==> config.mk <==
export PLATFORM = sky130hd
export DESIGN_NAME = dsp_threshold_detector_flat
export DESIGN_NICKNAME = d
export VERILOG_FILES = /design/src/rtl/dsp_threshold_detector_if.sv /design/src/rtl/dsp_threshold_detector.sv /design/src/flat_wrapper.sv
export SDC_FILE = /design/constraint.sdc
export NUM_CORES = 1
export LEC_CHECK = 0
export ABC_AREA = 1
export CORE_MARGIN = 4
export CORE_UTILIZATION = 57
export DETAILED_ROUTE_END_ITERATION = 10
export PLACE_DENSITY_LB_ADDON = 0.08
export SYNTH_ARGS = -nofsm -noshare
export SYNTH_HDL_FRONTEND = slang
export SYNTH_SLANG_ARGS = --single-unit
==> constraint.sdc <==
create_clock -name clk -period 3.05 [get_ports clk]
set_input_delay 0.4575 -clock clk [delete_from_list [all_inputs] [get_ports clk]]
set_output_delay 0.4575 -clock clk [all_outputs]
set_load 0.02 [all_outputs]
==> src/rtl/dsp_threshold_detector_if.sv <==
// Sample stream in and one-entry event record out for the threshold detector.
// The detector connects through the slave modport; the source/consumer side uses master.
interface dsp_threshold_detector_if #(
   parameter int CNT_W = 16
) ();
   logic                    in_valid;
   logic signed [15:0]      in_data;
   logic                    evt_valid;
   logic                    evt_ready;
   logic [31:0]             evt_start;
   logic [CNT_W-1:0]        evt_length;
   logic [15:0]             evt_peak;

   modport master (
      output in_valid, in_data, evt_ready,
      input  evt_valid, evt_start, evt_length, evt_peak
   );

   modport slave (
      input  in_valid, in_data, evt_ready,
      output evt_valid, evt_start, evt_length, evt_peak
   );
endinterface

==> src/rtl/dsp_threshold_detector.sv <==
// Magnitude threshold event detector: hysteresis, minimum-run qualifier and holdoff,
// reporting each completed event through a one-entry valid/ready record register.
module dsp_threshold_detector #(
   parameter int MIN_RUN = 4,
   parameter int HOLDOFF = 64,
   parameter int CNT_W   = 16
) (
   input  logic                    clk,
   input  logic                    reset_n,
   input  logic [31:0]             threshold,
   input  logic                    enable,
   dsp_threshold_detector_if.slave bus,
   output logic                    busy,
   output logic [7:0]              overflow_cnt,
   output logic [31:0]             sample_cnt
);

   typedef enum logic [2:0] {
      S_IDLE,
      S_ARMED,
      S_QUALIFY,
      S_ACTIVE,
      S_HOLDOFF
   } state_t;

   state_t           state_q, state_d;
   logic [31:0]      sample_cnt_q, sample_cnt_d;
   logic [7:0]       run_q, run_d;
   logic [15:0]      hcnt_q, hcnt_d;
   logic [31:0]      cur_start_q, cur_start_d;
   logic [CNT_W-1:0] cur_len_q, cur_len_d;
   logic [15:0]      cur_peak_q, cur_peak_d;
   logic             evt_valid_q, evt_valid_d;
   logic [31:0]      evt_start_q, evt_start_d;
   logic [CNT_W-1:0] evt_length_q, evt_length_d;
   logic [15:0]      evt_peak_q, evt_peak_d;
   logic [7:0]       ovf_q, ovf_d;

   logic        accept;
   logic        complete;
   logic [15:0] raw, mag, trig, rel, peak_max;

   assign accept   = bus.in_valid && enable;
   assign raw      = bus.in_data;
   // The most negative sample has no positive counterpart, so it saturates.
   assign mag      = (raw == 16'h8000) ? 16'h7FFF : (raw[15] ? (~raw + 16'd1) : raw);
   assign trig     = threshold[15:0];
   assign rel      = (threshold[31:16] < trig) ? threshold[31:16] : trig;
   assign peak_max = (mag > cur_peak_q) ? mag : cur_peak_q;

   always_comb begin
      // NOTE: every _d starts from its _q so branches that skip a signal never infer a latch.
      state_d      = state_q;
      sample_cnt_d = sample_cnt_q;
      run_d        = run_q;
      hcnt_d       = hcnt_q;
      cur_start_d  = cur_start_q;
      cur_len_d    = cur_len_q;
      cur_peak_d   = cur_peak_q;
      evt_valid_d  = evt_valid_q;
      evt_start_d  = evt_start_q;
      evt_length_d = evt_length_q;
      evt_peak_d   = evt_peak_q;
      ovf_d        = ovf_q;
      complete     = 1'b0;

      if (!enable) begin
         state_d      = S_IDLE;
         run_d        = '0;
         hcnt_d       = '0;
         sample_cnt_d = '0;
      end else begin
         if (accept) sample_cnt_d = sample_cnt_q + 32'd1;
         unique case (state_q)
            S_IDLE: state_d = S_ARMED;
            S_ARMED: begin
               if (accept && mag >= trig) begin
                  run_d       = 8'd1;
                  cur_peak_d  = mag;
                  cur_start_d = sample_cnt_q;
                  if (MIN_RUN == 1) begin
                     state_d   = S_ACTIVE;
                     cur_len_d = CNT_W'(MIN_RUN);
                  end else begin
                     state_d = S_QUALIFY;
                  end
               end
            end
            S_QUALIFY: begin
               if (accept) begin
                  if (mag >= trig) begin
                     run_d      = run_q + 8'd1;
                     cur_peak_d = peak_max;
                     if (run_q + 8'd1 == 8'(MIN_RUN)) begin
                        state_d   = S_ACTIVE;
                        cur_len_d = CNT_W'(MIN_RUN);
                     end
                  end else begin
                     state_d = S_ARMED;
                     run_d   = '0;
                  end
               end
            end
            S_ACTIVE: begin
               if (accept) begin
                  if (mag > rel) begin
                     if (cur_len_q != '1) cur_len_d = cur_len_q + 1'b1;
                     cur_peak_d = peak_max;
                  end else begin
                     // The release sample ends the event but is not part of it.
                     complete = 1'b1;
                     if (HOLDOFF == 0) begin
                        state_d = S_ARMED;
                     end else begin
                        state_d = S_HOLDOFF;
                        hcnt_d  = 16'(HOLDOFF);
                     end
                  end
               end
            end
            S_HOLDOFF: begin
               if (accept) begin
                  hcnt_d = hcnt_q - 16'd1;
                  if (hcnt_q == 16'd1) state_d = S_ARMED;
               end
            end
            default: state_d = S_IDLE;
         endcase
      end

      if (evt_valid_q && bus.evt_ready) evt_valid_d = 1'b0;
      if (complete) begin
         if (!evt_valid_q || bus.evt_ready) begin
            evt_valid_d  = 1'b1;
            evt_start_d  = cur_start_q;
            evt_length_d = cur_len_q;
            evt_peak_d   = cur_peak_q;
         end else if (ovf_q != 8'hFF) begin
            ovf_d = ovf_q + 8'd1;
         end
      end
   end

   // NOTE: sequential state uses <= so every flop updates from pre-edge values.
   always_ff @(posedge clk or negedge reset_n) begin
      if (!reset_n) begin
         state_q      <= S_IDLE;
         sample_cnt_q <= '0;
         run_q        <= '0;
         hcnt_q       <= '0;
         cur_start_q  <= '0;
         cur_len_q    <= '0;
         cur_peak_q   <= '0;
         evt_valid_q  <= 1'b0;
         evt_start_q  <= '0;
         evt_length_q <= '0;
         evt_peak_q   <= '0;
         ovf_q        <= '0;
      end else begin
         state_q      <= state_d;
         sample_cnt_q <= sample_cnt_d;
         run_q        <= run_d;
         hcnt_q       <= hcnt_d;
         cur_start_q  <= cur_start_d;
         cur_len_q    <= cur_len_d;
         cur_peak_q   <= cur_peak_d;
         evt_valid_q  <= evt_valid_d;
         evt_start_q  <= evt_start_d;
         evt_length_q <= evt_length_d;
         evt_peak_q   <= evt_peak_d;
         ovf_q        <= ovf_d;
      end
   end

   assign bus.evt_valid  = evt_valid_q;
   assign bus.evt_start  = evt_start_q;
   assign bus.evt_length = evt_length_q;
   assign bus.evt_peak   = evt_peak_q;
   assign busy           = (state_q == S_QUALIFY) || (state_q == S_ACTIVE) || (state_q == S_HOLDOFF);
   assign overflow_cnt   = ovf_q;
   assign sample_cnt     = sample_cnt_q;

endmodule

==> src/flat_wrapper.sv <==
// flat-port wrapper written by rule: the top's interface ports become plain ports
module dsp_threshold_detector_flat 
#(
   parameter int MIN_RUN = 4,
   parameter int HOLDOFF = 64,
   parameter int CNT_W   = 16
)
  (clk, reset_n, threshold, enable, busy, overflow_cnt, sample_cnt, bus_in_valid, bus_in_data, bus_evt_ready, bus_evt_valid, bus_evt_start, bus_evt_length, bus_evt_peak);
  dsp_threshold_detector_if #(.CNT_W(CNT_W)) bus_i ();
  input  logic clk;
  input  logic reset_n;
  input  logic [31:0] threshold;
  input  logic enable;
  output logic busy;
  output logic [7:0] overflow_cnt;
  output logic [31:0] sample_cnt;
  input wire logic [$bits(bus_i.in_valid)-1:0] bus_in_valid;
  input wire logic [$bits(bus_i.in_data)-1:0] bus_in_data;
  input wire logic [$bits(bus_i.evt_ready)-1:0] bus_evt_ready;
  output wire logic [$bits(bus_i.evt_valid)-1:0] bus_evt_valid;
  output wire logic [$bits(bus_i.evt_start)-1:0] bus_evt_start;
  output wire logic [$bits(bus_i.evt_length)-1:0] bus_evt_length;
  output wire logic [$bits(bus_i.evt_peak)-1:0] bus_evt_peak;
  assign bus_i.in_valid = bus_in_valid;
  assign bus_i.in_data = bus_in_data;
  assign bus_i.evt_ready = bus_evt_ready;
  assign bus_evt_valid = bus_i.evt_valid;
  assign bus_evt_start = bus_i.evt_start;
  assign bus_evt_length = bus_i.evt_length;
  assign bus_evt_peak = bus_i.evt_peak;
  dsp_threshold_detector #(.MIN_RUN(MIN_RUN), .HOLDOFF(HOLDOFF), .CNT_W(CNT_W)) u_core (.clk(clk), .reset_n(reset_n), .threshold(threshold), .enable(enable), .bus(bus_i), .busy(busy), .overflow_cnt(overflow_cnt), .sample_cnt(sample_cnt));
endmodule
# Word level (Yosys, flattened, before mapping)
# Index checks and enable logic that the tools add are counted.
[word_totals]
regBits = 196
inputBits = 53
output_inout_bits = 106
elab_cells = 114
[classes]
add_sub_neg = 6
n_lt_le_gt_ge = 4
eq_ne = 26
muxes = 46
bitwise = 2
reduce_logical = 18
[ops]
columns = ["cell", "count"]
rows = [
  ["$mux W16", 19],
  ["$mux W32", 2],
  ["$pmux W16 S2", 2],
  ["$pmux W16 S3", 1],
  ["$add A16 B1 Y16 const B", 2],
  ["$add A32 B1 Y32 const B", 1],
  ["$gt A16 B16 Y1", 2],
  ["$mux W8", 4],
  ["$mux W3", 9],
  ["$add A8 B1 Y8 const B", 2],
  ["$eq A16 B1 Y1 const B", 1],
  ["$eq A16 B16 Y1 const B", 1],
  ["$ge A16 B16 Y1", 1],
  ["$lt A16 B16 Y1", 1],
  ["$ne A16 B16 Y1 const B", 1],
  ["$ne A2 B1 Y1 const B", 8],
  ["$not A16 Y16", 1],
  ["$pmux W8 S2", 1],
  ["$sub A16 B1 Y16 const B", 1],
  ["$ne A3 B2 Y1 const B", 5],
  ["$pmux W3 S5", 1],
  ["$reduce_and A7 Y1", 2],
  ["$reduce_and A3 Y1", 3],
  ["$eq A8 B3 Y1 const B", 1],
  ["18 further kinds", 30],
]

# Logic depth before layout (Yosys ltp)
[logic_depth]
depth_word = 10
depth_mapped = 27
ltp_nobuf = 26

# Worst setup path before layout
# Ideal clock, no wire load.
[synth_timing]
path_kind = "in2reg"
from = "input threshold[11]"
to = "register u_core.evt_length_q[3] (netlist: u_core.bus.evt_length[3])"
setup_time_ns = 0.132
arrival_time_ns = 3.158
required_time_ns = 2.918
path_slack_ns = -0.240
cell_stages = 21
path_buffers = 3
path_cell_list = "inv_1 -> ha_1 -> nand2_1 -> o21a_1 -> o221a_2 -> nand2_1 -> buf_1 -> nand2_1 -> o21ai_0 -> ha_1 -> a21o_1 -> nor2_1 -> nand2_1 -> nand2_1 -> nand2_1 -> a21oi_2 -> nand3_1 -> buf_2 -> clkbuf_1 -> nand2_1 -> o21ai_0"
[synth_via]
elab_chain_len = 8
[synth_rtl]
columns = ["element", "line_no", "text"]
rows = [
  ["start, declared", "flat_wrapper.sv:12", "input logic [31:0] threshold;"],
  ["$lt A16 B16 Y1", "dsp_threshold_detector.sv:48", "assign rel = (threshold[31:16] < trig) ? threshold[31:16] : trig;"],
  ["$mux W16 (*)", "dsp_threshold_detector.sv:48", ""],
  ["$gt A16 B16 Y1 (*)", "dsp_threshold_detector.sv:106", "if (mag > rel) begin"],
  ["$mux W1 (*)", "dsp_threshold_detector.sv:106", ""],
  ["$mux W1 (*)", "dsp_threshold_detector.sv:105", "if (accept) begin"],
  ["$mux W1 (*)", "dsp_threshold_detector.sv:74", "unique case (state_q)"],
  ["$mux W1 (*)", "dsp_threshold_detector.sv:67", "if (!enable) begin"],
  ["$reduce_and A2 Y1 (no source line) (*)", "n/a", ""],
  ["end signal, assigned", "dsp_threshold_detector.sv:169", "evt_length_q <= evt_length_d;"],
  ["end, declared", "dsp_threshold_detector.sv:35", "logic [CNT_W-1:0] evt_length_q, evt_length_d;"],
]
# Every way passes the cells marked *; elsewhere a longest branch is shown, timed or not.
# A chain may end at the register's enable or synchronous reset.

# Worst setup path after layout
[layout_timing]
from = "input threshold[6]"
to = "register u_core.evt_start_q[23] (netlist: u_core.bus.evt_start[23])"
[layout_via]
elab_chain_len = 8
[layout_rtl]
columns = ["element", "line_no", "text"]
rows = [
  ["$lt A16 B16 Y1", "dsp_threshold_detector.sv:48", ""],
  ["$mux W16 (*)", "dsp_threshold_detector.sv:48", ""],
  ["$gt A16 B16 Y1 (*)", "dsp_threshold_detector.sv:106", ""],
  ["$mux W1 (*)", "dsp_threshold_detector.sv:106", ""],
  ["$mux W1 (*)", "dsp_threshold_detector.sv:105", ""],
  ["$mux W1 (*)", "dsp_threshold_detector.sv:74", ""],
  ["$mux W1 (*)", "dsp_threshold_detector.sv:67", ""],
  ["$reduce_and A2 Y1 (no source line) (*)", "n/a", ""],
  ["end signal, assigned", "dsp_threshold_detector.sv:168", "evt_start_q <= evt_start_d;"],
  ["end, declared", "dsp_threshold_detector.sv:34", "logic [31:0] evt_start_q, evt_start_d;"],
]
# Marked as above.

==> run summary <==
Outcome: complete, but fails checks
Failing checks: negative setup slack
Seq/Total Area, Yosys: 0.431
H-tree level count: 4
Dpl cells: 1982
Final Wtd Congestion: 0.939
Clk pwr share: 0.208
Synth cell count leaders: nand2_1, dfrtp_1, inv_1, o21ai_0, nor2_1
Reg2reg start: u_core.sample_cnt[0]
Hpwl dp: 22900 um
Clk slew on worst S/H paths: 0.09 ns
Max-slew violations: 0
Router iterations before antenna repair: 6
Worst Skew: 0.0140 ns
Final instance area: 0.0171 sq mm
Cell Int Power: 6.53 mW
Synth Area per Inst: 7.65 sq um
Synthesized area: 0.0114 sq mm
Max-Cap Viols: 0
Post-synthesis register bit count: 196
Routed vias/inst: 6.11
Top-Level Pins: 159
Antenna violations before repair: 0
Chip height: 149 um
Critical Path RT: 3.37 ns
Crit-path max FO: 14
Synth top area cells: dfrtp_1, nand2_1, ha_1
FF-to-FF path depth: 11
Area Overhead vs Synth: 50.3%
Final ANT Viol Nets: 0
Largest net degree at the start of global routing: 78
Total Wirelength: 43400 um
Remaining routing DRC violations: 0
Core Region: 0.0195 sq mm
Slew HR: 0.495
Comb pwr share: 0.444
Rows: 51
CTS tree: built
All-Layer GR Usage: 0.330
Clock Latency Late Sink: 0.45 ns
Total CTS buffers: 17
Leak: 8.17 nW
Synth Flop Type: dfrtp_1
Synth top area share: 0.431
Layout Nets: 1930
Worst Hold Class: in2async
Max clock buf depth: 2
Placed Area: 0.0142 sq mm
Critical Setup Path Class: in2reg
Full die area: 0.0223 sq mm
Pwr dens: 644 mW/mm^2
DR iter-0 viols: 1185
Mapped Cells: 1488
Final Hold Fails: 0
Final period utilization: 1.16
Yosys cell types: 44
ANT cells: 0
Clk sinks: 196
Wire per inst: 20.8 um
Critical Path AT: 3.86 ns
Syn Nets: 1611
Port bufs: 158
R2R Setup Slk: 0.33 ns
Worst slew pin tran: 0.754 ns
Vias in the first global route: 11900
Non-Filler Instances: 2085
Yosys warnings: 0
Part of the power in registers: 0.348
Worst setup SP type: input port
Fillcell total: 991
Worst setup margin: -0.482 ns
Max Freq: 0.283 GHz
Initial Util: 0.583
Share of cells above drive strength 1: 0.296
Final min period: 3.53 ns
R2R Path End: u_core.sample_cnt[24]
Cell accounting for the most synthesized area: dfrtp_1
Chip width: 149 um
Post-synth EDFFs: 0
Final setup viols: 163
Count leader, synth: nand2_1
Maximum vdd drop: 0.499 mV
Grt total ovfl: 0
Worst Setup End Kind: flop
P_sw: 4.49 mW
Via count: 12700
Clock root buffer: clkbuf_16
Async S/R FF share, synth: 1.00
Net Sw Frac: 0.407
Unrepaired setup endpoints after global routing: yes
First-pass GRT wire length: 59100 um
stage by stage:
step / util / setup WS (ns) / power, mW / setup TNS (ns) / hold WS, ns
detailed placement: 0.727 / -1.23 / 7.36 / -176.37 / 0.477
finish: 0.876 / -0.482 / 11.0 / -55.69 / 0.0411
CTS: 0.816 / -0.163 / 9.95 / -9.85 / 0.0617
floorplan: - / -0.0283 / 5.70 / -1.96 / 0.162
global route: 0.876 / -0.546 / 11.5 / -67.71 / 0.0763
global placement: 0.727 / -1.12 / 7.22 / -159.82 / 0.470
final cells by class:
| class | count | area, sq um | share of cell area |
|---|---|---|---|
| clock buffers | 18 | 439 | 0.0257 |
| multi-input cells | 1061 | 6960 | 0.407 |
| flip-flops and latches | 196 | 4900 | 0.287 |
| repair buffers | 340 | 3570 | 0.209 |
| clock inverters | 14 | 159 | 0.00929 |
| inverters | 191 | 737 | 0.0431 |
| well taps | 265 | 332 | 0.0194 |
worst max-delay path, cell delays in order:
cell	delay [ns]
dlygate4sd2_1	0.21
inv_2	0.05
ha_4	0.27
nand2_4	0.05
inv_2	0.05
nand3_2	0.08
a21oi_2	0.18
o21ai_2	0.10
buf_6	0.15
nand2_8	0.11
nand2_1	0.09
o21ai_1	0.13
ha_1	0.28
nand2_2	0.11
o21ai_0	0.14
a21oi_2	0.22
nand2_2	0.15
a21oi_4	0.22
nand3_4	0.14
buf_12	0.19
buf_12	0.14
buf_16	0.15
nand2_1	0.07
o21ai_1	0.09
cells in the final DEF, fill, tap and decap left out, drive strengths merged, types with 8 or more instances in the layout:
master,count
nand2,415
inv,198
dfrtp,196
buf,190
o21ai,185
clkdlybuf4s50,115
nor2,112
ha,70
nand3,63
a21oi,53
nand4,45
nor3,39
clkbuf,33
xor2,20
dlygate4sd2,13
xnor2,10
nor4,8
state kept, by name, indices dropped and copies added, names as in the netlist, 8 cells and up:
| signal | cells |
|---|---|
| u_core.bus.evt_length | 16 |
| u_core.sample_cnt | 32 |
| u_core.bus.evt_start | 32 |
| u_core.overflow_cnt | 8 |
| u_core.cur_peak_q | 16 |
| u_core.hcnt_q | 16 |
| u_core.cur_start_q | 32 |
| u_core.bus.evt_peak | 16 |
| u_core.cur_len_q | 16 |
| u_core.run_q | 8 |
power by group through the flow:
stage	sequential (mW)	clock, mW	combinational, mW
floorplan	4.06	0	1.63
CTS	3.71	2.25	3.99
detailed placement	3.71	0	3.65
global route	3.89	2.39	5.21
finish	3.84	2.29	4.90
global placement	3.69	0	3.52
routing by layer:
metal / global-route usage / vias up / wire length (um)
li1: - / 5541 / -
met1: 0.413 / 6016 / 15200
met2: 0.569 / 894 / 21300
met3: 0.0541 / 296 / 3770
met4: 0.140 / 0 / 3110
met5: 0 / - / 0
cell families (layout without fill, tap and decap cells):
| group | count (synthesis) | after routing | synth area share |
|---|---|---|---|
| AOI/OAI and AO/OA | 269 | 269 | 0.126 |
| xor gates and xnor gates | 30 | 30 | 0.0231 |
| adders and majority gates | 70 | 70 | 0.0769 |
| buffers and inverters | 234 | 563 | 0.0809 |
| DFF | 196 | 196 | 0.431 |
| and+or+nand+nor | 689 | 692 | 0.263 |
worst max-delay path by stage:
stage,start,to,slack [ns],depth (start not counted)
floorplan,bus_in_data[1],u_core.bus.evt_length[15],-0.03,21
global placement,threshold[15],u_core.bus.evt_peak[12],-1.12,17
detailed placement,threshold[14],u_core.bus.evt_start[7],-1.23,17
CTS,bus_in_data[0],u_core.bus.evt_start[10],-0.16,20
global route,bus_in_data[0],u_core.cur_start_q[14],-0.55,24
finish,threshold[6],u_core.bus.evt_start[23],-0.48,24
timing repair:
action                                 4_1_cts  5_1_grt
endpoints found under the hold margin        0        0
buffers inserted                            29       19
gates resized for setup                    277      261
setup endpoints to repair                  164      163
hold buffers                                 0        0
pin swaps                                   56       42
cloned                                      14       15
(Power assumes the default switching activity.)
